<file path="config.mk">
export PLATFORM = sky130hd
export DESIGN_NAME = comp_nbs_pipe_flat
export DESIGN_NICKNAME = d
export VERILOG_FILES = /design/src/rtl/comp_nbs_pipe_if.sv /design/src/rtl/comp_nbs_pipe.sv /design/src/flat_wrapper.sv
export SDC_FILE = /design/constraint.sdc
export NUM_CORES = 1
export LEC_CHECK = 0
export CORE_ASPECT_RATIO = 0.75
export CORE_MARGIN = 2
export CORE_UTILIZATION = 55
export CTS_CLUSTER_SIZE = 10
export DETAILED_ROUTE_END_ITERATION = 12
export PLACE_DENSITY = 0.83
export SLEW_MARGIN = 20
export SYNTH_ARGS = -nofsm -noshare
export SYNTH_HDL_FRONTEND = slang
export SYNTH_SLANG_ARGS = --single-unit
</file>
<file path="constraint.sdc">
create_clock -name clk -period 5.12 [get_ports clk]
set_input_delay 1.28 -clock clk [delete_from_list [all_inputs] [get_ports clk]]
set_output_delay 1.28 -clock clk [all_outputs]
set_load 0.01 [all_outputs]
</file>
<file path="src/rtl/comp_nbs_pipe_if.sv">
// Handshake bundle for comp_nbs_pipe: operand/command beat in, flags/result beat out.
// The master drives operands and out_ready; the slave (the pipeline) drives in_ready and results.
interface comp_nbs_pipe_if #(
   parameter int WIDTH = 32
);
   logic             in_valid;
   logic             in_ready;
   logic             sign;
   logic [1:0]       mode;
   logic [WIDTH-1:0] op1;
   logic [WIDTH-1:0] op2;
   logic             in_last;
   logic             out_valid;
   logic             out_ready;
   logic             eq;
   logic             neq;
   logic             grt;
   logic             lss;
   logic [WIDTH-1:0] res;
   logic             out_last;

   modport master (
      output in_valid, sign, mode, op1, op2, in_last, out_ready,
      input  in_ready, out_valid, eq, neq, grt, lss, res, out_last
   );

   modport slave (
      input  in_valid, sign, mode, op1, op2, in_last, out_ready,
      output in_ready, out_valid, eq, neq, grt, lss, res, out_last
   );
endinterface

</file>
<file path="src/rtl/comp_nbs_pipe.sv">
// Two-stage compare/min/max/accumulate-max pipeline with valid/ready flow control.
// S1 captures the accepted beat, S2 holds the computed flags and result.
module comp_nbs_pipe #(
   parameter int WIDTH = 32
) (
   input  logic           clk,
   input  logic           resetn,
   comp_nbs_pipe_if.slave bus,
   output logic           dbg_acc_state
);

   typedef enum logic {
      ACC_IDLE  = 1'b0,
      ACC_INPKT = 1'b1
   } acc_state_t;

   localparam logic [1:0] MODE_CMP = 2'd0;
   localparam logic [1:0] MODE_MIN = 2'd1;
   localparam logic [1:0] MODE_MAX = 2'd2;
   localparam logic [1:0] MODE_ACC = 2'd3;

   logic             rdy_en;
   logic             s1_valid;
   logic             s1_sign;
   logic [1:0]       s1_mode;
   logic [WIDTH-1:0] s1_op1;
   logic [WIDTH-1:0] s1_op2;
   logic             s1_last;

   logic             s2_valid;
   logic             s2_eq;
   logic             s2_neq;
   logic             s2_grt;
   logic             s2_lss;
   logic [WIDTH-1:0] s2_res;
   logic             s2_last;

   acc_state_t       state_q;
   acc_state_t       state_d;
   logic [WIDTH-1:0] acc_q;
   logic [WIDTH-1:0] acc_d;

   logic             s2_adv;
   logic             in_fire;
   logic             s1_move;

   logic [WIDTH-1:0] rhs;
   logic signed [WIDTH:0] lhs_x;
   logic signed [WIDTH:0] rhs_x;
   logic             c_eq;
   logic             c_grt;
   logic             c_lss;

   logic             nx_eq;
   logic             nx_grt;
   logic             nx_lss;
   logic [WIDTH-1:0] nx_res;
   logic             nx_last;

   // A beat transfers on any rising edge where valid and ready are both high;
   // valid never waits for ready, and ready is gated off until the first edge after reset.
   assign s2_adv       = !s2_valid || bus.out_ready;
   assign bus.in_ready = rdy_en && (!s1_valid || !s2_valid || bus.out_ready);
   assign in_fire      = bus.in_valid && bus.in_ready;
   assign s1_move      = s1_valid && s2_adv;

   always_ff @(posedge clk or negedge resetn) begin
      if (!resetn) begin
         rdy_en <= 1'b0;
      end else begin
         rdy_en <= 1'b1;
      end
   end

   always_ff @(posedge clk or negedge resetn) begin
      if (!resetn) begin
         s1_valid <= 1'b0;
         s1_sign  <= 1'b0;
         s1_mode  <= MODE_CMP;
         s1_op1   <= '0;
         s1_op2   <= '0;
         s1_last  <= 1'b0;
      end else if (in_fire) begin
         s1_valid <= 1'b1;
         s1_sign  <= bus.sign;
         s1_mode  <= bus.mode;
         s1_op1   <= bus.op1;
         s1_op2   <= bus.op2;
         s1_last  <= bus.in_last;
      end else if (s2_adv) begin
         s1_valid <= 1'b0;
      end
   end

   // In ACC the right-hand side of the compare is the running maximum, not op2.
   assign rhs   = (s1_mode == MODE_ACC) ? acc_q : s1_op2;
   assign lhs_x = {s1_sign & s1_op1[WIDTH-1], s1_op1};
   assign rhs_x = {s1_sign & rhs[WIDTH-1], rhs};
   assign c_eq  = (s1_op1 == rhs);
   assign c_grt = (lhs_x > rhs_x);
   assign c_lss = !c_eq && !c_grt;

   always_comb begin
      nx_eq   = c_eq;
      nx_grt  = c_grt;
      nx_lss  = c_lss;
      nx_res  = s1_op1;
      nx_last = 1'b0;
      state_d = state_q;
      acc_d   = acc_q;
      case (s1_mode)
         MODE_MIN: if (c_grt) nx_res = s1_op2;
         MODE_MAX: if (c_lss) nx_res = s1_op2;
         MODE_ACC: begin
            nx_last = s1_last;
            if (state_q == ACC_IDLE) begin
               nx_eq  = 1'b1;
               nx_grt = 1'b0;
               nx_lss = 1'b0;
               nx_res = s1_op1;
            end else if (c_grt) begin
               nx_res = s1_op1;
            end else begin
               nx_res = acc_q;
            end
            if (s1_move) begin
               acc_d   = nx_res;
               state_d = s1_last ? ACC_IDLE : ACC_INPKT;
            end
         end
         default: ;
      endcase
   end

   always_ff @(posedge clk or negedge resetn) begin
      if (!resetn) begin
         state_q <= ACC_IDLE;
         acc_q   <= '0;
      end else begin
         state_q <= state_d;
         acc_q   <= acc_d;
      end
   end

   always_ff @(posedge clk or negedge resetn) begin
      if (!resetn) begin
         s2_valid <= 1'b0;
         s2_eq    <= 1'b0;
         s2_neq   <= 1'b0;
         s2_grt   <= 1'b0;
         s2_lss   <= 1'b0;
         s2_res   <= '0;
         s2_last  <= 1'b0;
      end else if (s2_adv) begin
         s2_valid <= s1_valid;
         if (s1_valid) begin
            s2_eq   <= nx_eq;
            s2_neq  <= !nx_eq;
            s2_grt  <= nx_grt;
            s2_lss  <= nx_lss;
            s2_res  <= nx_res;
            s2_last <= nx_last;
         end
      end
   end

   assign bus.out_valid = s2_valid;
   assign bus.eq        = s2_eq;
   assign bus.neq       = s2_neq;
   assign bus.grt       = s2_grt;
   assign bus.lss       = s2_lss;
   assign bus.res       = s2_res;
   assign bus.out_last  = s2_last;
   assign dbg_acc_state = state_q;

endmodule

</file>
<file path="src/flat_wrapper.sv">
// flat-port wrapper written by rule: the top's interface ports become plain ports
module comp_nbs_pipe_flat 
#(
   parameter int WIDTH = 32
)
  (clk, resetn, dbg_acc_state, bus_in_valid, bus_sign, bus_mode, bus_op1, bus_op2, bus_in_last, bus_out_ready, bus_in_ready, bus_out_valid, bus_eq, bus_neq, bus_grt, bus_lss, bus_res, bus_out_last);
  comp_nbs_pipe_if #(.WIDTH(WIDTH)) bus_i ();
  input  logic clk;
  input  logic resetn;
  output logic dbg_acc_state;
  input wire logic [$bits(bus_i.in_valid)-1:0] bus_in_valid;
  input wire logic [$bits(bus_i.sign)-1:0] bus_sign;
  input wire logic [$bits(bus_i.mode)-1:0] bus_mode;
  input wire logic [$bits(bus_i.op1)-1:0] bus_op1;
  input wire logic [$bits(bus_i.op2)-1:0] bus_op2;
  input wire logic [$bits(bus_i.in_last)-1:0] bus_in_last;
  input wire logic [$bits(bus_i.out_ready)-1:0] bus_out_ready;
  output wire logic [$bits(bus_i.in_ready)-1:0] bus_in_ready;
  output wire logic [$bits(bus_i.out_valid)-1:0] bus_out_valid;
  output wire logic [$bits(bus_i.eq)-1:0] bus_eq;
  output wire logic [$bits(bus_i.neq)-1:0] bus_neq;
  output wire logic [$bits(bus_i.grt)-1:0] bus_grt;
  output wire logic [$bits(bus_i.lss)-1:0] bus_lss;
  output wire logic [$bits(bus_i.res)-1:0] bus_res;
  output wire logic [$bits(bus_i.out_last)-1:0] bus_out_last;
  assign bus_i.in_valid = bus_in_valid;
  assign bus_i.sign = bus_sign;
  assign bus_i.mode = bus_mode;
  assign bus_i.op1 = bus_op1;
  assign bus_i.op2 = bus_op2;
  assign bus_i.in_last = bus_in_last;
  assign bus_i.out_ready = bus_out_ready;
  assign bus_in_ready = bus_i.in_ready;
  assign bus_out_valid = bus_i.out_valid;
  assign bus_eq = bus_i.eq;
  assign bus_neq = bus_i.neq;
  assign bus_grt = bus_i.grt;
  assign bus_lss = bus_i.lss;
  assign bus_res = bus_i.res;
  assign bus_out_last = bus_i.out_last;
  comp_nbs_pipe #(.WIDTH(WIDTH)) u_core (.clk(clk), .resetn(resetn), .bus(bus_i), .dbg_acc_state(dbg_acc_state));
endmodule
</file>
==> impl_metrics.json, run 1 <==
{
  "status": "complete, no violations",
  "path_cells": "inv_1 > nor2_1 > nand2_1 > a21boi_0 > ha_1 > nand4_1 > nor4b_2 > a41oi_1 > a21boi_4 > nor3_2 > buf_4 > nand2_1 > a31oi_1",
  "ff2ff_setup_slack_ns": 0.72,
  "grt_max_degree": 115,
  "irDropWorstVdd_v": 0.000290,
  "cpMaxStageDelayCell": "nor3_2",
  "fin_ws_ns": 0.720,
  "post-route-min-period_ns": 4.40,
  "io_buffers": 111,
  "slew_headroom": 0.250,
  "place_inst": 987,
  "num_rows": 37,
  "htreeDepth": 4,
  "vias": 6627,
  "fin_cells": 1019,
  "drtIter0Drc": 696,
  "timing.final.crit_share": 0.859,
  "clk_pin_slew_ns": 0.06,
  "end_kind": "flop",
  "clkLatencyLatePin_ns": 0.43,
  "layout_commonest_cell": "dfrtp_1",
  "viasPerCell": 6.50,
  "ys_ff_latch": 141,
  "cp_data_required_time_ns": 5.45,
  "ys_types": 47,
  "cts.sinks": 141,
  "grt_pass1_vias": 6763,
  "cts_hold_buffers": 0,
  "skew_ns": 0.00844,
  "start_util": 0.563,
  "wl_per_cell_um": 20.9,
  "p_switching_mw": 1.76,
  "setup_viol": 0,
  "yosysWarningCount": 0,
  "rsz0062_at_grt": "false",
  "postSynthCellCount": 728,
  "routed_wl_mm": 21.3,
  "syn2layout_area_growth_pct": 25.9,
  "switching_share": 0.353,
  "intPower_mw": 3.23,
  "numCtsBuffers": 17,
  "stdcell_area_um2": 9710,
  "die_w_um": 141,
  "dp_slack_ns": 0.776,
  "cts_buffer_depth": 2,
  "power_frac_comb": 0.369,
  "core_area_um2": 13700,
  "final_util": 0.709,
  "fin_nets": 937,
  "path_common_cell": "nand2_1",
  "synth_area_um2": 7710,
  "cts_setup_buffers": 0,
  "synth_top_flop_cell": "dfrtp_1",
  "grt_pass1_wl_mm": 34.5,
  "hpwlAfterDp_mm": 13.7,
  "fmax_ghz": 0.227,
  "async_reset_ff_frac": 1.00,
  "cpPeakStageDelay_ns": 0.91,
  "grtUsageTotal": 0.295,
  "clkPwrFrac": 0.263,
  "tritoncts": "built",
  "place_area_um2": 9080,
  "ant_nets": 0,
  "gr-total-overflow": 0,
  "max_cap_violations": 0,
  "drc": 0,
  "boundaryPins": 112,
  "power_density_nw_per_um2": 514,
  "cts_resized": 0,
  "crit_path_max_fanout": 17,
  "gp_congestion": 0.908,
  "die-area_um2": 15000,
  "arrival_ns": 4.73,
  "yosysSeqAreaShare": 0.457,
  "antenna_found_initial": 0,
  "hold_viol": 0,
  "finalPower_mw": 4.99,
  "layout_common_cells": "141 x dfrtp_1, 110 x clkdlybuf4s50_1, 101 x mux2_2, 61 x nand2_1, 61 x or3_1",
  "holdCritPathClass": "reg -> reg",
  "root_buffer": "clkbuf_16",
  "drive_above_1_share": 0.198,
  "syn_nets": 834,
  "criticalPathCategory": "reg -> reg",
  "die_y_um": 107,
  "startpoint_type": "flop",
  "n_antenna_cell": 0,
  "tns_ns": 0,
  "max_slew.worst_pin.slew_ns": 1.12,
  "drv_slew": 0,
  "synth_edf_count": 0,
  "first_pass_iters": 6,
  "postSynthAreaPerCell_um2": 10.6,
  "p_leak_nw": 4.13,
  "timing.hold.ws_ns": 0.479,
  "power_frac_seq": 0.367
}
## metal layers
metal,share of wire,vias to the layer above,GRT usage
met2,0.46,402,0.455
met3,0.099,60,0.0752
met4,0.023,0,0.124
met1,0.42,3240,0.399
met5,0,-,0
li1,-,2925,-
## critical path: cells and delay by family, from the launching register on
kind	cells	cell delay (ns)
simple gates	6	1.95
buf+inv	2	0.62
fa+ha+maj	1	0.31
flops	1	0.61
compound gates	4	0.79
## cell families after synthesis
logic type / count (synthesis) / synth area share
AND/OR/NAND/NOR: 198 / 0.130
AO/OA/AOI/OAI: 170 / 0.140
multiplexers: 132 / 0.188
buffers and inverters: 52 / 0.0289
flip-flops: 141 / 0.457
adder cells (fa/ha/maj): 34 / 0.0552
other: 1 / 0.000486
## layout make-up
type                    instances  area [um^2]
fillers                       942         3990
clock inverters                12          168
clock buffers                  20          457
repair buffers                130         1300
inverters                       6         22.5
multi-input cells             535         4020
flip-flops and latches        141         3530
well taps                     175          219
## sequential cells by signal (all words and copies together), names as in the netlist, 2 cells and up
name,cells
u_core.bus.res,32
u_core.s1_op1,32
u_core.acc_q,32
u_core.s1_op2,32
u_core.s1_mode,2
## final timing paths
check | startpoint | endpoint | depth (start not counted)
min in group asynchronous | resetn | u_core.s1_op1[5] | 1
max | u_core.s1_mode[1] | u_core.bus.res[2] | 13
max reg2reg | u_core.s1_mode[1] | u_core.bus.res[2] | 13
min | u_core.bus.neq | u_core.bus.neq | 2
max in group asynchronous | resetn | u_core.s1_op2[14] | 2
min reg2reg | u_core.bus.neq | u_core.bus.neq | 2
## cell usage after synthesis (all sizes together), types with 2 or more instances
master	n	area (um^2)
mux2	101	1140
a41oi	2	17.5
nand2b	5	31.3
a311oi	2	23.8
a31oi	32	200
nor4	2	27.5
ha	34	425
dfrtp	141	3530
a21boi	3	33.8
o22ai	2	12.5
o21ai	45	225
mux2i	31	310
nor3	5	25.0
o211a	2	20.0
a211oi	2	15.0
a21oi	44	220
inv	6	22.5
a221oi	31	272
nand4	6	43.8
and2	3	18.8
nand3	5	25.0
nor2b	2	12.5
buf	16	87.6
nor2	41	156
nand2	63	236
clkbuf	30	113
or3	61	382
## power groups by stage
| stage | registers [mW] | logic [mW] | clock network, mW |
|---|---|---|---|
| floorplan | 1.78 | 1.04 | 0 |
| global placement | 1.80 | 1.71 | 0 |
| detailed placement | 1.82 | 1.79 | 0 |
| CTS | 1.82 | 1.82 | 1.33 |
| global route | 1.87 | 2.01 | 1.37 |
| finish | 1.83 | 1.84 | 1.31 |
No activity file was read; power rests on OpenSTA's default activity.
==> inputs of run 2 (changes only) <==
- CAP_MARGIN: default -> 20
- CORE_UTILIZATION: 55 -> 50
- GPL_TIMING_DRIVEN: default -> 0
- PLACE_DENSITY: 0.83 -> 0.79
- clock period: 5.12 -> 3.9 ns (I/O delays scaled with it)
==> run 2 against run 1 <==
- power rose by 35%
- critical path type unchanged
- routed wire length rose by 0.14%
- clock skew rose by 0.00095 ns
- highest routed layer unchanged
- cell area rose by 2.1%
- die area rose by 9.7%
- cell count rose by 5.8%
- via count fell by 0.98%
- largest cell class unchanged
- flip-flop and latch count did not move
- setup slack got worse by 0.59 ns
- largest power group unchanged
==> impl_metrics.json, run 2 (synthesis gave the netlist of run 1 again) <==
{
  "criticalPathCategory": "reg -> reg",
  "routed_wl_mm": 21.3,
  "cp_data_required_time_ns": 4.24,
  "die_w_um": 147,
  "grt_pass1_wl_mm": 34.7,
  "die-area_um2": 16400,
  "cts_buffer_depth": 2,
  "drv_slew": 0,
  "startpoint_type": "flop",
  "cts.sinks": 141,
  "antenna_found_initial": 0,
  "drive_above_1_share": 0.197,
  "core_area_um2": 15200,
  "fmax_ghz": 0.265,
  "viasPerCell": 6.09,
  "first_pass_iters": 5,
  "irDropWorstVdd_v": 0.000399,
  "wl_per_cell_um": 19.8,
  "holdCritPathClass": "in -> async",
  "gr-total-overflow": 0,
  "p_switching_mw": 2.29,
  "cpMaxStageDelayCell": "nor3_1",
  "num_rows": 39,
  "fin_ws_ns": 0.128,
  "place_inst": 1045,
  "status": "complete, no violations",
  "finalPower_mw": 6.75,
  "setup_viol": 0,
  "htreeDepth": 4,
  "vias": 6562,
  "start_util": 0.508,
  "io_buffers": 111,
  "post-route-min-period_ns": 3.77,
  "drc": 0,
  "cpLargestDelayFamily": "compound AO/OA/AOI/OAI gates",
  "drtIter0Drc": 623,
  "layout_common_cells": "141 x dfrtp_1, 110 x clkdlybuf4s50_1, 101 x mux2_2, 62 x nand2_1, 61 x or3_1",
  "grtUsageTotal": 0.269,
  "n_antenna_cell": 0,
  "final_util": 0.653,
  "syn2layout_area_growth_pct": 28.5,
  "ff2ff_setup_slack_ns": 0.13,
  "stdcell_area_um2": 9910,
  "cpPeakStageDelay_ns": 0.46,
  "fin_cells": 1078,
  "power_frac_comb": 0.358,
  "p_leak_nw": 4.21,
  "drt-met1-wl_mm": 9.57,
  "rsz0062_at_grt": "true",
  "ant_nets": 0,
  "die_y_um": 112,
  "tritoncts": "built",
  "met3_length_mm": 1.92,
  "max_cap_violations": 0,
  "timing.final.crit_share": 0.967,
  "met2_length_mm": 9.39,
  "hpwlAfterDp_mm": 14.6,
  "power_frac_seq": 0.354,
  "clkPwrFrac": 0.288,
  "slew_headroom": 0.443,
  "power_density_nw_per_um2": 681,
  "skew_ns": 0.00939,
  "place_area_um2": 9110,
  "fin_nets": 966,
  "gp_congestion": 0.917,
  "switching_share": 0.339,
  "max_slew.worst_pin.slew_ns": 0.836,
  "hold_viol": 0,
  "crit_buf_inv": 3,
  "path_cells": "clkbuf_4 > nand2_4 > buf_6 > mux2i_1 > ha_1 > a21oi_1 > o22ai_1 > a211oi_1 > o211a_2 > a21boi_4 > nor3_1 > clkbuf_2 > nand2_1 > a31oi_1",
  "end_kind": "flop",
  "numCtsBuffers": 17,
  "crit_path_max_fanout": 10,
  "root_buffer": "clkbuf_16",
  "clk_pin_slew_ns": 0.06,
  "layout_commonest_cell": "dfrtp_1",
  "dr.max_layer_used": "met4",
  "intPower_mw": 4.46,
  "arrival_ns": 4.12,
  "dp_slack_ns": -0.859,
  "clkLatencyLatePin_ns": 0.43,
  "boundaryPins": 112,
  "grt_max_degree": 80,
  "grt_pass1_vias": 6580
}
-- run 2: through the flow --
step                      TNS [ns]  hold WS, ns
final                            0        0.481
after global routing       -0.0907        0.513
after CTS                        0        0.477
after detailed placement    -44.83        0.460
after global placement     -569.60        0.447
after floorplan                  0        0.434
-- run 2: layout make-up --
cell class              instances  area (um^2)
fillers                      1182         5270
multi-input cells             535         4000
flip-flops and latches        141         3530
repair buffers                113         1150
clock buffers                  21          470
well taps                     205          256
plain buffers                  46          246
clock inverters                11          235
inverters                       6         22.5
-- run 2: routing by layer --
layer	global-route usage	vias up
li1	-	2983
met2	0.393	337
met1	0.390	3206
met5	0	-
met4	0.105	0
met3	0.0652	36
-- run 2: power by group through the flow --
| stage | Sequential (mW) | Combinational [mW] | Clock, mW |
|---|---|---|---|
| 4_1_cts | 2.37 | 2.38 | 1.96 |
| 3_3_place_gp | 2.38 | 2.26 | 0 |
| 3_5_place_dp | 2.39 | 2.32 | 0 |
| 5_1_grt | 2.45 | 2.64 | 2.03 |
| 2_1_floorplan | 2.34 | 1.37 | 0 |
| 6_report | 2.39 | 2.41 | 1.94 |
-- run 2: final timing paths --
kind | startpoint | to | depth (start not counted)
max in group asynchronous | resetn | u_core.acc_q[4] | 2
worst min-delay path | resetn | u_core.s1_op2[19] | 1
min in group clk | u_core.s1_last | u_core.dbg_acc_state | 1
worst min register to register | u_core.s1_last | u_core.dbg_acc_state | 1
worst max-delay path | u_core.s1_mode[1] | u_core.bus.res[0] | 14
worst max register to register | u_core.s1_mode[1] | u_core.bus.res[0] | 14
-- run 2: what timing repair did --
item                       CTS  global route
hold endpoints to repair     0             0
pin swaps                    1             2
setup endpoints to repair   64            57
gates resized for setup     23            12
cloned                       0             0
hold buffers                 0             0
setup buffers                1             0
==> RTL edit 1 (config.mk and constraints of run 2) <==
`WIDTH` is set to 32 in 3 places; all go to 64.
--- a/src/rtl/comp_nbs_pipe_if.sv
+++ b/src/rtl/comp_nbs_pipe_if.sv
@@ -2,5 +2,5 @@
 // The master drives operands and out_ready; the slave (the pipeline) drives in_ready and results.
 interface comp_nbs_pipe_if #(
-   parameter int WIDTH = 32
+   parameter int WIDTH = 64
 );
    logic             in_valid;
--- a/src/rtl/comp_nbs_pipe.sv
+++ b/src/rtl/comp_nbs_pipe.sv
@@ -2,5 +2,5 @@
 // S1 captures the accepted beat, S2 holds the computed flags and result.
 module comp_nbs_pipe #(
-   parameter int WIDTH = 32
+   parameter int WIDTH = 64
 ) (
    input  logic           clk,
--- a/src/flat_wrapper.sv
+++ b/src/flat_wrapper.sv
@@ -2,5 +2,5 @@
 module comp_nbs_pipe_flat 
 #(
-   parameter int WIDTH = 32
+   parameter int WIDTH = 64
 )
   (clk, resetn, dbg_acc_state, bus_in_valid, bus_sign, bus_mode, bus_op1, bus_op2, bus_in_last, bus_out_ready, bus_in_ready, bus_out_valid, bus_eq, bus_neq, bus_grt, bus_lss, bus_res, bus_out_last);
Ports: changed (resized bus_op1, bus_op2 and bus_res); port bits go from 112 to 208. The function was not compared with the original's and may differ.
==> RTL edit 1 against run 2 <==
The flow now finishes with violations (negative setup slack). Sequential share of layout area shrank 2.0 points. First-iteration DRC count grew 120%. Setup slack lost 0.36 ns. Critical path depth grew 7. Worst hold slack lost 0.25 ns. Design area grew 100%. Combinational power grew to 2.9 times the old value. Routed wire length grew 140%. Sequential cell count grew 128. Total power grew 110%. Synthesized area grew 93%. Critical endpoint is now u_core.bus.res[23]$_DFFE_PN0P_. Highest routed layer unchanged.
==> RTL edit 1: results (changes against run 2) <==
[run_status]
status = finished with violations  ; was finished, final reports clean
violations = negative setup slack

[route]
met1Wirelength_um = 21070  ; was 9573 um
via_count = 13330  ; was 6562
drt_first_pass_iters = 5  ; unchanged
first_iter_violations = 1365  ; was 623
wl_met3_um = 5043  ; was 1921 um
avgRoutedWirePerCell_um = 25.08  ; was 19.80 um
wl_met2_um = 22110  ; was 9386 um

[finish]
buffers_excl_clock = 369  ; was 159
multi_input_cells = 892  ; was 535
inv_count = 53  ; was 6
nNetsFinal = 1818  ; was 966
layout-drive-gt1-share = 0.2749  ; was 0.1970
bufAreaShareNonClock = 0.1859  ; was 0.1410
seqCellArea_sq_um = 6734  ; was 3528 sq um
seq_cell_count = 269  ; was 141
clk_share = 0.04061  ; was 0.07120
clock_buffers = 34  ; was 21
fillers = 2122  ; was 1182
multi_input_area_sq_um = 8089  ; was 4000 sq um

[logic_synthesis]
yosys_warnings = 0  ; unchanged
synth_area_leaders = dfrtp_1, mux2_2, mux2i_1, ha_1, o221ai_1  ; was dfrtp_1, mux2_2, ha_1, or3_1, mux2i_1
synth_cell_types = 59  ; was 47
avgSynthCellArea_sq_um = 11.38  ; was 10.60 sq um
seq_area_frac_synth = 0.4517  ; was 0.4574
syn_nets = 1511  ; was 834
synth_common_cells = dfrtp_1, mux2_2, mux2i_1, a21oi_1, o221ai_1  ; was dfrtp_1, mux2_2, nand2_1, or3_1
synth_mux_area_frac = 0.2207  ; was 0.1877
synth_compound_area_frac = 0.1711  ; was 0.1401
synth_fa_ha_area_frac = 0.05542  ; was 0.05515

[global_route]
use_met1 = 0.4255  ; was 0.3899
grt_use_met3 = 0.06571  ; was 0.06516
grt_usage = 0.3003  ; was 0.2694
grt_max_degree = 90  ; was 80
grt_util_met2 = 0.4455  ; was 0.3925
grt_pass1_wl_um = 73210  ; was 34660 um

[critical_path]
crit_arrival_ns = 4.58  ; was 4.12 ns
r2r-end = u_core.bus.res[23]$_DFFE_PN0P_  ; was u_core.bus.res[0]$_DFFE_PN0P_
r2r_cells = 21  ; was 14
crit_start = u_core.s1_mode[0]$_DFFE_PN0P_  ; was u_core.s1_mode[1]$_DFFE_PN0P_

[sta]
setup_viol_count_final = 128  ; was 0
relSlewSlack = 0.2488  ; was 0.4430
timing.hold.ws_ns = 0.2352  ; was 0.4811 ns
postLayoutSetupSlackWorst_ns = -0.2280  ; was 0.1278 ns
skew_ns = 0.02730  ; was 0.009389 ns

[clocking]
cts-resized-gates = 78  ; was 23
clk_latency_ns = 0.59  ; was 0.43 ns
cts_max_level = 1  ; was 4
cts_tree = done  ; unchanged
cts_setup_buffers = 17  ; was 1
clk_path_buf_depth = 3  ; was 2

[pwr]
total_leakage_power_uw = 0.008535  ; was 0.004213 uW
irDropWorstVdd_v = 0.0004752  ; was 0.0003990 V

[placed_design]
numPlacedInstances = 1911  ; was 1045
port_buffers = 207  ; was 111
routabilityCongestion = 0.9164  ; was 0.9173
dp_hpwl_um = 32800  ; was 14630 um

RTL edit 1: changes by cell type in the layout (fill, tap and decap cells not counted), moves of 30 or more:
cell / delta
buf_4: +44
ha_1: +31
a21oi_1: +31
dfrtp_1: +126
o2111ai_1: +44
a31oi_1: -32
mux2i_1: +66
mux2_2: +95
o22ai_1: +40
o221ai_1: +49
or3_1: -61
clkdlybuf4s50_1: +96
inv_1: +46
a221oi_1: -30
RTL edit 1: per-stage QoR:
step / worst slack [ns] / instance area (sq um) / setup TNS (ns) / utilization
after floorplan: 0.04842 / 14910 / 0 / -
after global placement: -9.789 / 17470 / -2832.05 / 0.5986
after detailed placement: -1.678 / 17560 / -206.32 / 0.6016
after CTS: -0.01599 / 18910 / -0.02194 / 0.6478
after global routing: -0.3571 / 20060 / -30.21 / 0.6872
final: -0.2280 / 20060 / -17.35 / 0.6872
RTL edit 1: critical path, cell delays in order, from the launching register on:
cell	delay, ns
dfrtp_2	0.41
nand2_4	0.09
clkbuf_16	0.17
clkbuf_16	0.17
buf_6	0.14
buf_4	0.13
mux2i_1	0.12
ha_1	0.28
nand4_1	0.22
nor4_2	0.35
nand2b_1	0.11
a41oi_2	0.21
o21ai_2	0.11
buf_4	0.17
a32oi_4	0.19
buf_12	0.16
buf_4	0.12
buf_12	0.14
mux2i_1	0.23
o221ai_1	0.18
a21oi_1	0.20
nor2_1	0.07
RTL edit 1: power breakdown:
part	internal [uW]	total [uW]	switching (uW)	leakage (uW)
Combinational	3540	6970	3430	0.00497
Sequential	3700	4650	947	0.00316
Clock	1420	2540	1120	0.000401
Total	8660	14200	5500	0.00853
==> RTL edit 2 (settings of run 2) <==
Made on the original files. Register the output `dbg_acc_state` once more, cleared by the reset; this adds one clock of latency there. The other outputs are not delayed to match.
--- a/src/rtl/comp_nbs_pipe.sv
+++ b/src/rtl/comp_nbs_pipe.sv
@@ -172,5 +172,11 @@
    assign bus.res       = s2_res;
    assign bus.out_last  = s2_last;
-   assign dbg_acc_state = state_q;
+   always_ff @(posedge clk or negedge resetn) begin
+      if (!resetn) begin
+         dbg_acc_state <= '0;
+      end else begin
+         dbg_acc_state <= state_q;
+      end
+   end
 
 endmodule
Formal check against the unedited RTL: not equivalent (a bounded check fails within 4 cycles, from zero or initial values and one cycle with resetn low).
==> RTL edit 2 against run 2 <==
Routed wire length is 0.70% lower. Largest power group unchanged. Non-clock buffer count stayed put. Sequential cell count is 1 higher. Setup slack better by 0.033 ns. Highest routed layer unchanged. Total power is 2.4% lower. Largest cell class unchanged. Synthesized area is 0.32% higher. Design area hardly changed.
==> RTL edit 2: results (changes against run 2) <==
[placed_design]
routabilityCongestion = 0.9217  ; was 0.9173
numPlacedInstances = 1046  ; was 1045
dp_hpwl_um = 14360  ; was 14630 um

[pwr]
pwr-share-seq = 0.364  ; was 0.354
switching_share = 0.3509  ; was 0.3389
total_leakage_power_uw = 0.004199  ; was 0.004213 uW
power_frac_comb = 0.369  ; was 0.358
irDropWorstVdd_v = 0.0003512  ; was 0.0003990 V

[critical_path]
crit_arrival_ns = 4.04  ; was 4.12 ns
max_stage_delay_ns = 0.38  ; was 0.46 ns
cp_top_family = compound AO/OA/AOI/OAI gates  ; unchanged
cp_slowest_cell = dfrtp_1  ; was nor3_1

[logic_synthesis]
seq_area_frac_synth = 0.4592  ; was 0.4574
synth_common_cells = dfrtp_1, mux2_2, nand2_1, or3_1  ; unchanged
yosys_warnings = 0  ; unchanged
synthArstFlopShare = 1.000  ; unchanged
synth_cell_types = 47  ; unchanged
syn_nets = 835  ; was 834
synth_top_cell_area_share = 0.4592  ; was 0.4574
synthesis.instances = 729  ; was 728
synth_area_leaders = dfrtp_1, mux2_2, ha_1, or3_1, mux2i_1  ; unchanged

[global_route]
grt_pass1_wl_um = 34200  ; was 34660 um
grt_max_degree = 88  ; was 80
grt_usage = 0.2645  ; was 0.2694
grt_pass1_vias = 6392  ; was 6580

[route]
first_iter_violations = 668  ; was 623
viasPerCell = 6.076  ; was 6.087
wl_um = 21200  ; was 21350 um

[clocking]
clk_path_buf_depth = 2  ; unchanged

[finish]
layout-drive-gt1-share = 0.2025  ; was 0.1970
antennaDiodeCount = 0  ; unchanged
fillers = 1161  ; was 1182
nNetsFinal = 967  ; was 966
stdcell_count = 1079  ; was 1078

[sta]
worst_slew_pin_slew_ns = 0.7213  ; was 0.8356 ns
skew_ns = 0.01131  ; was 0.009389 ns

[run_status]
status = finished, final reports clean  ; unchanged

[worst_hold_path]
hold_path_class = primary input to asynchronous set/reset pin  ; unchanged

[RTL edit 2: cell types whose count changed after synthesis]
cell,delta
dfrtp_1,+1
[RTL edit 2: worst register-to-register path, cell delays in order, from the launching register on]
cell and delay [ns]:
dfrtp_1 0.38, buf_4 0.20, nand2_4 0.16, buf_4 0.26
mux2i_1 0.22, ha_1 0.27, a21oi_1 0.28, o22ai_1 0.13
a211oi_1 0.27, o211a_2 0.29, a21boi_4 0.11, o21ai_4 0.31
buf_2 0.35, mux2_2 0.38
[RTL edit 2: what timing repair did]
action                     CTS  global route
pin swaps                    0             3
resized for setup           21            26
setup buffers                0             1
setup endpoints to repair   64            57
[RTL edit 2: kinds of logic (layout without fill, tap and decap cells)]
family                   after synthesis  count (layout)  synth area share
AO/OA/AOI/OAI                        170             170            0.1397
AND/OR/NAND/NOR                      198             198            0.1298
adder cells (fa/ha/maj)               34              34           0.05497
multiplexers                         132             132            0.1871
other                                  1               1         0.0004846
flip-flops                           142             142            0.4592
buffers and inverters                 52             197           0.02878
[RTL edit 2: per-stage QoR]
step           setup slack, ns  instance area [sq um]  utilization  total power (uW)
2_1_floorplan           0.2404                   7739            -              3719
3_3_place_gp            -3.842                   9106       0.6000              4638
3_5_place_dp           -0.7622                   9139       0.6022              4703
4_1_cts               0.006100                   9821       0.6471              6504
5_1_grt               -0.01486                   9902       0.6525              6957
6_report                0.1605                   9902       0.6525              6584
[RTL edit 2: area by class of cell]
class / instances / area share
clock buffer: 19 / 0.04574
multi-input combinational: 535 / 0.4078
sequential: 142 / 0.3589
clock inverter: 13 / 0.01895
timing repair buffer: 113 / 0.1162
buffer: 46 / 0.02426
tap: 205 / 0.02590
inverter: 6 / 0.002274
[RTL edit 2: layer usage]
layer	GRT usage	share of wire	up-vias
met1	0.3916	0.46	3200
met3	0.05779	0.086	33
met5	0	0	-
met2	0.3885	0.44	333
met4	0.08397	0.013	0
li1	-	-	2990
[RTL edit 2: worst paths after layout]
path / from / end / slack, ns / cells after the start
worst max-delay path: u_core.s1_mode[1]$_DFFE_PN0P_ / u_core.acc_q[4]$_DFFE_PN0P_ / 0.16 / 13
worst max register to register: u_core.s1_mode[1]$_DFFE_PN0P_ / u_core.acc_q[4]$_DFFE_PN0P_ / 0.16 / 13
min in group clk: u_core.acc_q[16]$_DFFE_PN0P_ / u_core.acc_q[16]$_DFFE_PN0P_ / 0.48 / 2
worst min-delay path: resetn / u_core.s1_op2[20]$_DFFE_PN0P_ / 0.47 / 1
max in group asynchronous: resetn / u_core.s1_op1[28]$_DFFE_PN0P_ / 2.66 / 2
worst min register to register: u_core.acc_q[16]$_DFFE_PN0P_ / u_core.acc_q[16]$_DFFE_PN0P_ / 0.48 / 2
